`src/rtl/gpu_line_raster_if.sv`:
```
// Command and pixel-stream bundle for the Bresenham line rasteriser.
// The command decoder and pixel consumer use master; the rasteriser uses slave.
interface gpu_line_raster_if #(
  parameter int W_BITS = 10,
  parameter int H_BITS = 9
);
  logic              start;
  logic [W_BITS-1:0] x0;
  logic [H_BITS-1:0] y0;
  logic [W_BITS-1:0] x1;
  logic [H_BITS-1:0] y1;
  logic              pix_valid;
  logic              pix_ready;
  logic [W_BITS-1:0] X;
  logic [H_BITS-1:0] Y;

  modport master (
    output start, x0, y0, x1, y1, pix_ready,
    input  pix_valid, X, Y
  );

  modport slave (
    input  start, x0, y0, x1, y1, pix_ready,
    output pix_valid, X, Y
  );
endinterface

```
`src/rtl/gpu_line_raster.sv`:
```
// Bresenham line rasteriser, all eight octants, one pixel per accepted beat.
// Define GPU_LINE_CLIP_EN to suppress points outside SCREEN_W x SCREEN_H.
module gpu_line_raster #(
  parameter int W_BITS   = 10,
  parameter int H_BITS   = 9,
  parameter int SCREEN_W = 640,
  parameter int SCREEN_H = 480
) (
  input  logic              clk,
  input  logic              rst,
  gpu_line_raster_if.slave  bus,
  output logic              busy,
  output logic              done,
  output logic [W_BITS:0]   pix_count
);

  localparam int MAX_B  = (W_BITS > H_BITS) ? W_BITS : H_BITS;
  localparam int E_BITS = MAX_B + 2;

`ifdef GPU_LINE_CLIP_EN
  localparam bit CLIP_EN = 1'b1;
`else
  localparam bit CLIP_EN = 1'b0;
`endif

  typedef logic signed [E_BITS-1:0] err_t;
  typedef enum logic [1:0] {S_IDLE, S_DRAW, S_DONE} state_t;

  function automatic err_t abs_e(input err_t v);
    return (v < 0) ? -v : v;
  endfunction

  state_t            r_state, w_next;
  logic [W_BITS-1:0] r_x, r_x1;
  logic [H_BITS-1:0] r_y, r_y1;
  logic [W_BITS:0]   r_cnt;
  err_t              r_dx, r_dy, r_err;
  logic              r_sx, r_sy;

  err_t                 w_x0e, w_x1e, w_y0e, w_y1e, w_dx0, w_dy0, w_err_nxt;
  logic signed [E_BITS:0] w_e2, w_dxw, w_dyw;
  logic                 w_stepx, w_stepy, w_last, w_vis, w_adv, w_load;

  // Zero-extend into the signed error domain so 0 and full-scale never wrap
  assign w_x0e = err_t'({{(E_BITS-W_BITS){1'b0}}, bus.x0});
  assign w_x1e = err_t'({{(E_BITS-W_BITS){1'b0}}, bus.x1});
  assign w_y0e = err_t'({{(E_BITS-H_BITS){1'b0}}, bus.y0});
  assign w_y1e = err_t'({{(E_BITS-H_BITS){1'b0}}, bus.y1});
  assign w_dx0 = abs_e(w_x1e - w_x0e);
  assign w_dy0 = -abs_e(w_y1e - w_y0e);

  assign w_e2      = {r_err, 1'b0};
  assign w_dxw     = {r_dx[E_BITS-1], r_dx};
  assign w_dyw     = {r_dy[E_BITS-1], r_dy};
  assign w_stepx   = (w_e2 >= w_dyw);
  assign w_stepy   = (w_e2 <= w_dxw);
  assign w_err_nxt = r_err + (w_stepx ? r_dy : '0) + (w_stepy ? r_dx : '0);
  assign w_last    = (r_x == r_x1) && (r_y == r_y1);

  // Off-screen points are stepped over without waiting on the consumer
  assign w_vis  = !CLIP_EN || ((int'(r_x) < SCREEN_W) && (int'(r_y) < SCREEN_H));
  assign w_adv  = (r_state == S_DRAW) && (bus.pix_ready || !w_vis);
  assign w_load = (r_state == S_IDLE) && bus.start;

  assign bus.pix_valid = (r_state == S_DRAW) && w_vis;
  assign bus.X         = r_x;
  assign bus.Y         = r_y;
  assign busy          = (r_state != S_IDLE);
  assign done          = (r_state == S_DONE);
  assign pix_count     = r_cnt;

  always_comb begin
    w_next = r_state;
    case (r_state)
      S_IDLE:  if (bus.start) w_next = S_DRAW;
      S_DRAW:  if (w_adv && w_last) w_next = S_DONE;
      S_DONE:  w_next = S_IDLE;
      default: w_next = S_IDLE;
    endcase
  end

  always_ff @(posedge clk or posedge rst) begin
    if (rst) begin
      r_state <= S_IDLE;
      r_x     <= '0;
      r_y     <= '0;
      r_cnt   <= '0;
    end else begin
      r_state <= w_next;
      if (w_load) begin
        r_x   <= bus.x0;
        r_y   <= bus.y0;
        r_cnt <= '0;
      end else begin
        if (bus.pix_valid && bus.pix_ready) r_cnt <= r_cnt + 1'b1;
        if (w_adv && !w_last) begin
          if (w_stepx) r_x <= r_sx ? r_x + 1'b1 : r_x - 1'b1;
          if (w_stepy) r_y <= r_sy ? r_y + 1'b1 : r_y - 1'b1;
        end
      end
    end
  end

  always_ff @(posedge clk) begin
    if (w_load) begin
      r_x1  <= bus.x1;
      r_y1  <= bus.y1;
      r_dx  <= w_dx0;
      r_dy  <= w_dy0;
      r_err <= w_dx0 + w_dy0;
      r_sx  <= (bus.x0 < bus.x1);
      r_sy  <= (bus.y0 < bus.y1);
    end else if (w_adv && !w_last) begin
      r_err <= w_err_nxt;
    end
  end

endmodule
```
`src/flat_wrapper.sv`:
```
// flat-port wrapper written by rule: the top's interface ports become plain ports
module gpu_line_raster_flat 
#(
  parameter int W_BITS   = 10,
  parameter int H_BITS   = 9,
  parameter int SCREEN_W = 640,
  parameter int SCREEN_H = 480
)
  (clk, rst, busy, done, pix_count, bus_start, bus_x0, bus_y0, bus_x1, bus_y1, bus_pix_ready, bus_pix_valid, bus_X, bus_Y);
  gpu_line_raster_if #(.W_BITS(W_BITS), .H_BITS(H_BITS)) bus_i ();
  input  logic clk;
  input  logic rst;
  output logic busy;
  output logic done;
  output logic [W_BITS:0] pix_count;
  input wire logic [$bits(bus_i.start)-1:0] bus_start;
  input wire logic [$bits(bus_i.x0)-1:0] bus_x0;
  input wire logic [$bits(bus_i.y0)-1:0] bus_y0;
  input wire logic [$bits(bus_i.x1)-1:0] bus_x1;
  input wire logic [$bits(bus_i.y1)-1:0] bus_y1;
  input wire logic [$bits(bus_i.pix_ready)-1:0] bus_pix_ready;
  output wire logic [$bits(bus_i.pix_valid)-1:0] bus_pix_valid;
  output wire logic [$bits(bus_i.X)-1:0] bus_X;
  output wire logic [$bits(bus_i.Y)-1:0] bus_Y;
  assign bus_i.start = bus_start;
  assign bus_i.x0 = bus_x0;
  assign bus_i.y0 = bus_y0;
  assign bus_i.x1 = bus_x1;
  assign bus_i.y1 = bus_y1;
  assign bus_i.pix_ready = bus_pix_ready;
  assign bus_pix_valid = bus_i.pix_valid;
  assign bus_X = bus_i.X;
  assign bus_Y = bus_i.Y;
  gpu_line_raster #(.W_BITS(W_BITS), .H_BITS(H_BITS), .SCREEN_W(SCREEN_W), .SCREEN_H(SCREEN_H)) u_core (.clk(clk), .rst(rst), .bus(bus_i), .busy(busy), .done(done), .pix_count(pix_count));
endmodule
```
`config.mk`:
```
export PLATFORM = sky130hd
export DESIGN_NAME = gpu_line_raster_flat
export DESIGN_NICKNAME = d
export VERILOG_FILES = /design/src/rtl/gpu_line_raster_if.sv /design/src/rtl/gpu_line_raster.sv /design/src/flat_wrapper.sv
export SDC_FILE = /design/constraint.sdc
export NUM_CORES = 1
export LEC_CHECK = 0
export BUFFER_PORTS_ARGS = -buffer_cell sky130_fd_sc_hd__buf_4
export CORE_MARGIN = 2
export CORE_UTILIZATION = 45
export CTS_CLUSTER_SIZE = 12
export DETAILED_ROUTE_END_ITERATION = 12
export PLACE_DENSITY = 0.68
export SYNTH_ARGS = -nofsm -noshare
export SYNTH_HDL_FRONTEND = slang
export SYNTH_SLANG_ARGS = --single-unit
```
`constraint.sdc`:
```
create_clock -name clk -period 5.3 [get_ports clk]
set_input_delay 0.265 -clock clk [delete_from_list [all_inputs] [get_ports clk]]
set_output_delay 0.265 -clock clk [all_outputs]
set_load 0.005 [all_outputs]
```
==> flow_summary.json <==
{
  "synth_cell_types": 64,
  "vdd_drop_max_uv": 261,
  "stdcell_area_sq_um": 8770,
  "layout-drive-gt1-share_pct": 12.7,
  "first_iter_violations": 359,
  "fin_ws_ns": 0.385,
  "routed_wl_mm": 17.1,
  "dpl_cell_area_sq_um": 8480,
  "initial_core_util_pct": 46.1,
  "hpwl_mm": 13.8,
  "synthTopCellsByArea": "edfxtp_1 22%, ha_1 13%, dfrtp_1 10%, xnor2_1 7.2%, inv_1 4.9%",
  "synth_enable_flop_cells": 57,
  "worst_path_max_delay_cell": "edfxtp_1",
  "clkTransAtPathRegs_ns": 0.07,
  "grt_first_pass_wirelength_mm": 28.8,
  "antenna_found_initial": 0,
  "whs_ns": 0.0100,
  "grt_max_degree": 60,
  "vias_per_cell": 5.25,
  "reg2reg_depth": 21,
  "cts_made_buffers": 9,
  "cts.sinks": 89,
  "slew_headroom_pct": 41.0,
  "ys_seq_elements": 89,
  "worstPathMaxFanout": 12,
  "final_common_cell": "inv_1",
  "grt_overflow": 0,
  "wire_per_inst_microns": 15.1,
  "finalCritPeriodShare_pct": 92.7,
  "io_pins": 75,
  "end_kind": "flop",
  "rrSetupSlack_ns": 0.38,
  "insertion_delay_ns": 0.35,
  "yosysSeqAreaShare_pct": 32.7,
  "coreArea_sq_um": 16600,
  "cp.arrival_ns": 5.01,
  "htree_num_levels": 3,
  "finalSetupViolCount": 0,
  "cts_tree": "yes",
  "min_period_ns": 4.92,
  "worst_pin_slew_ns": 0.884,
  "synth.top_cell.area_share_pct": 22.3,
  "async_flop_share_pct": 36.0,
  "synth_ff_type": "edfxtp_1",
  "port_buffers": 74,
  "slowest_delay_ns": 0.44,
  "layout.nets": 1049,
  "finalSetupTns_ns": 0,
  "rsz0062_at_grt": "false",
  "crit_path_cell_trace": "ha_1 -> nor2b_1 -> o2111a_1 -> o31a_1 -> o21ai_0 -> a21oi_1 -> or2_2 -> and2_1 -> fa_1 -> ha_1 -> fa_1 -> a21o_1 -> a21oi_1 -> o21bai_1 -> a21oi_1 -> o21ai_0 -> a31oi_1 -> and2_1 -> mux2i_1 -> o21ai_1 -> nand2_1",
  "mostFrequentLayoutCells": "100 x inv_1, 82 x ha_1, 80 x buf_4, 79 x nand2_1, 63 x xnor2_1",
  "crit_type": "reg2reg",
  "dr.pass1.iters": 5,
  "ys.warnings.count": 0,
  "drc": 0,
  "holdBufCountCts": 0,
  "pre_cts_slack_ns": 0.339,
  "cts-resized-gates": 0,
  "start_kind": "flop",
  "cts_root_buffer": "clkbuf_16",
  "syn-cell-area_sq_um": 7680,
  "grt_pass1_vias": 5891,
  "min-delay-path-class": "in2async",
  "synth_nets": 975,
  "antenna_cells": 0,
  "syn_avg_cell_area_sq_um": 9.21,
  "place_congestion": 0.876,
  "drt.antenna.violating_nets": 0,
  "hold_viol_final": 0,
  "die_w_microns": 135,
  "area_growth_pct": 14.3,
  "die_h_microns": 135,
  "pwr_density_cell_nw_per_um2": 548,
  "cts_buffer_depth": 2,
  "crit_required_ns": 5.40,
  "cellLeakagePower_nw": 3.97,
  "fmax_ghz": 0.203,
  "cap_violations": 0,
  "status": "finished clean",
  "yosys.area.top_type": "edfxtp_1",
  "grt_usage_pct": 20.0,
  "final-max-slew-violation-count": 0,
  "skew_ns": 0.0122,
  "crit_path_frequent_cell": "a21oi_1",
  "vias": 5948,
  "power_mw": 4.80,
  "cts_setup_buffers": 0,
  "die_area_sq_um": 18100,
  "syn-instance-count": 834,
  "rows": 47
}
## power breakdown
| group | switching (mW) | total [mW] | internal, mW |
|---|---|---|---|
| combinational | 1.59 | 2.96 | 1.37 |
| sequential | 0.195 | 1.20 | 1.01 |
| clock | 0.277 | 0.642 | 0.365 |
| total | 2.06 | 4.80 | 2.74 |
## cell families after synthesis
group / Yosys count / synth area share, %
AO/OA/AOI/OAI: 183 / 15.5
XOR/XNOR: 100 / 12.3
adder cells (fa/ha/maj): 99 / 17.8
buffers and inverters: 118 / 5.92
flip-flops: 89 / 32.7
multiplexers: 6 / 0.782
other: 1 / 0.0488
AND/OR/NAND/NOR: 238 / 15.0
## flip-flops by register name, summed over array words and instances, names as in the netlist
name	flops
u_core.bus.Y	9
u_core.r_dx	12
u_core.bus.X	10
u_core.r_state	2
u_core.r_y1	9
u_core.r_sx	1
u_core.pix_count	11
u_core.r_sy	1
u_core.r_dy	12
u_core.r_x1	10
u_core.r_err	12
## stage by stage
| step | util, % | instances |
|---|---|---|
| after floorplan | - | 834 |
| after global placement | 51.0 | 1117 |
| after detailed placement | 51.0 | 1117 |
| after CTS | 52.7 | 1133 |
| after global routing | 52.7 | 1133 |
| final | 52.7 | 1133 |
## critical path: cells and delay by family (launching register included)
family	cells	cell delay (ns)
AND/OR/NAND/NOR	5	0.98
adder cells (fa/ha/maj)	4	1.29
AO/OA/AOI/OAI	11	1.87
flip-flops	1	0.44
multiplexers	1	0.06
## routing by layer
layer	part of all wire (%)	routed length (microns)	GRT usage, %
met3	3.9	668	3.04
met4	1.2	203	5.26
met2	47	8040	33.3
met1	48	8150	27.3
met5	0	0	0
## final timing paths
path | from | endpoint
min | rst | u_core.bus.X[7]$_DFFE_PP0P_
max | u_core.r_err[0]$_DFFE_PP_ | u_core.r_err[11]$_DFFE_PP_
min in group clk | bus_y1[0] | u_core.r_y1[0]$_DFFE_PP_
min reg2reg | u_core.pix_count[10]$_DFFE_PP0P_ | u_core.pix_count[10]$_DFFE_PP0P_
max reg2reg | u_core.r_err[0]$_DFFE_PP_ | u_core.r_err[11]$_DFFE_PP_
max in group asynchronous | rst | u_core.bus.Y[6]$_DFFE_PP0P_
## cells in the mapped netlist (13+ instances only)
library cell / count
xnor2_1: 63
o21bai_1: 13
edfxtp_1: 57
o21ai_0: 46
dfrtp_1: 32
fa_1: 17
nor2_1: 58
a21o_1: 13
xor2_1: 32
nand3_1: 13
nand4_1: 17
inv_1: 101
a21oi_1: 59
nand2_1: 79
ha_1: 82
## final cells by class
class / instances / area, sq um
Clock buffer: 11 / 233
Clock inverter: 5 / 56.3
Tap cell: 220 / 275
Sequential cell: 89 / 2510
Timing Repair Buffer: 80 / 601
Multi-Input combinational cell: 627 / 4720
Inverter: 101 / 380
Fill cell: 1545 / 7870
(Power assumes the default switching activity.)
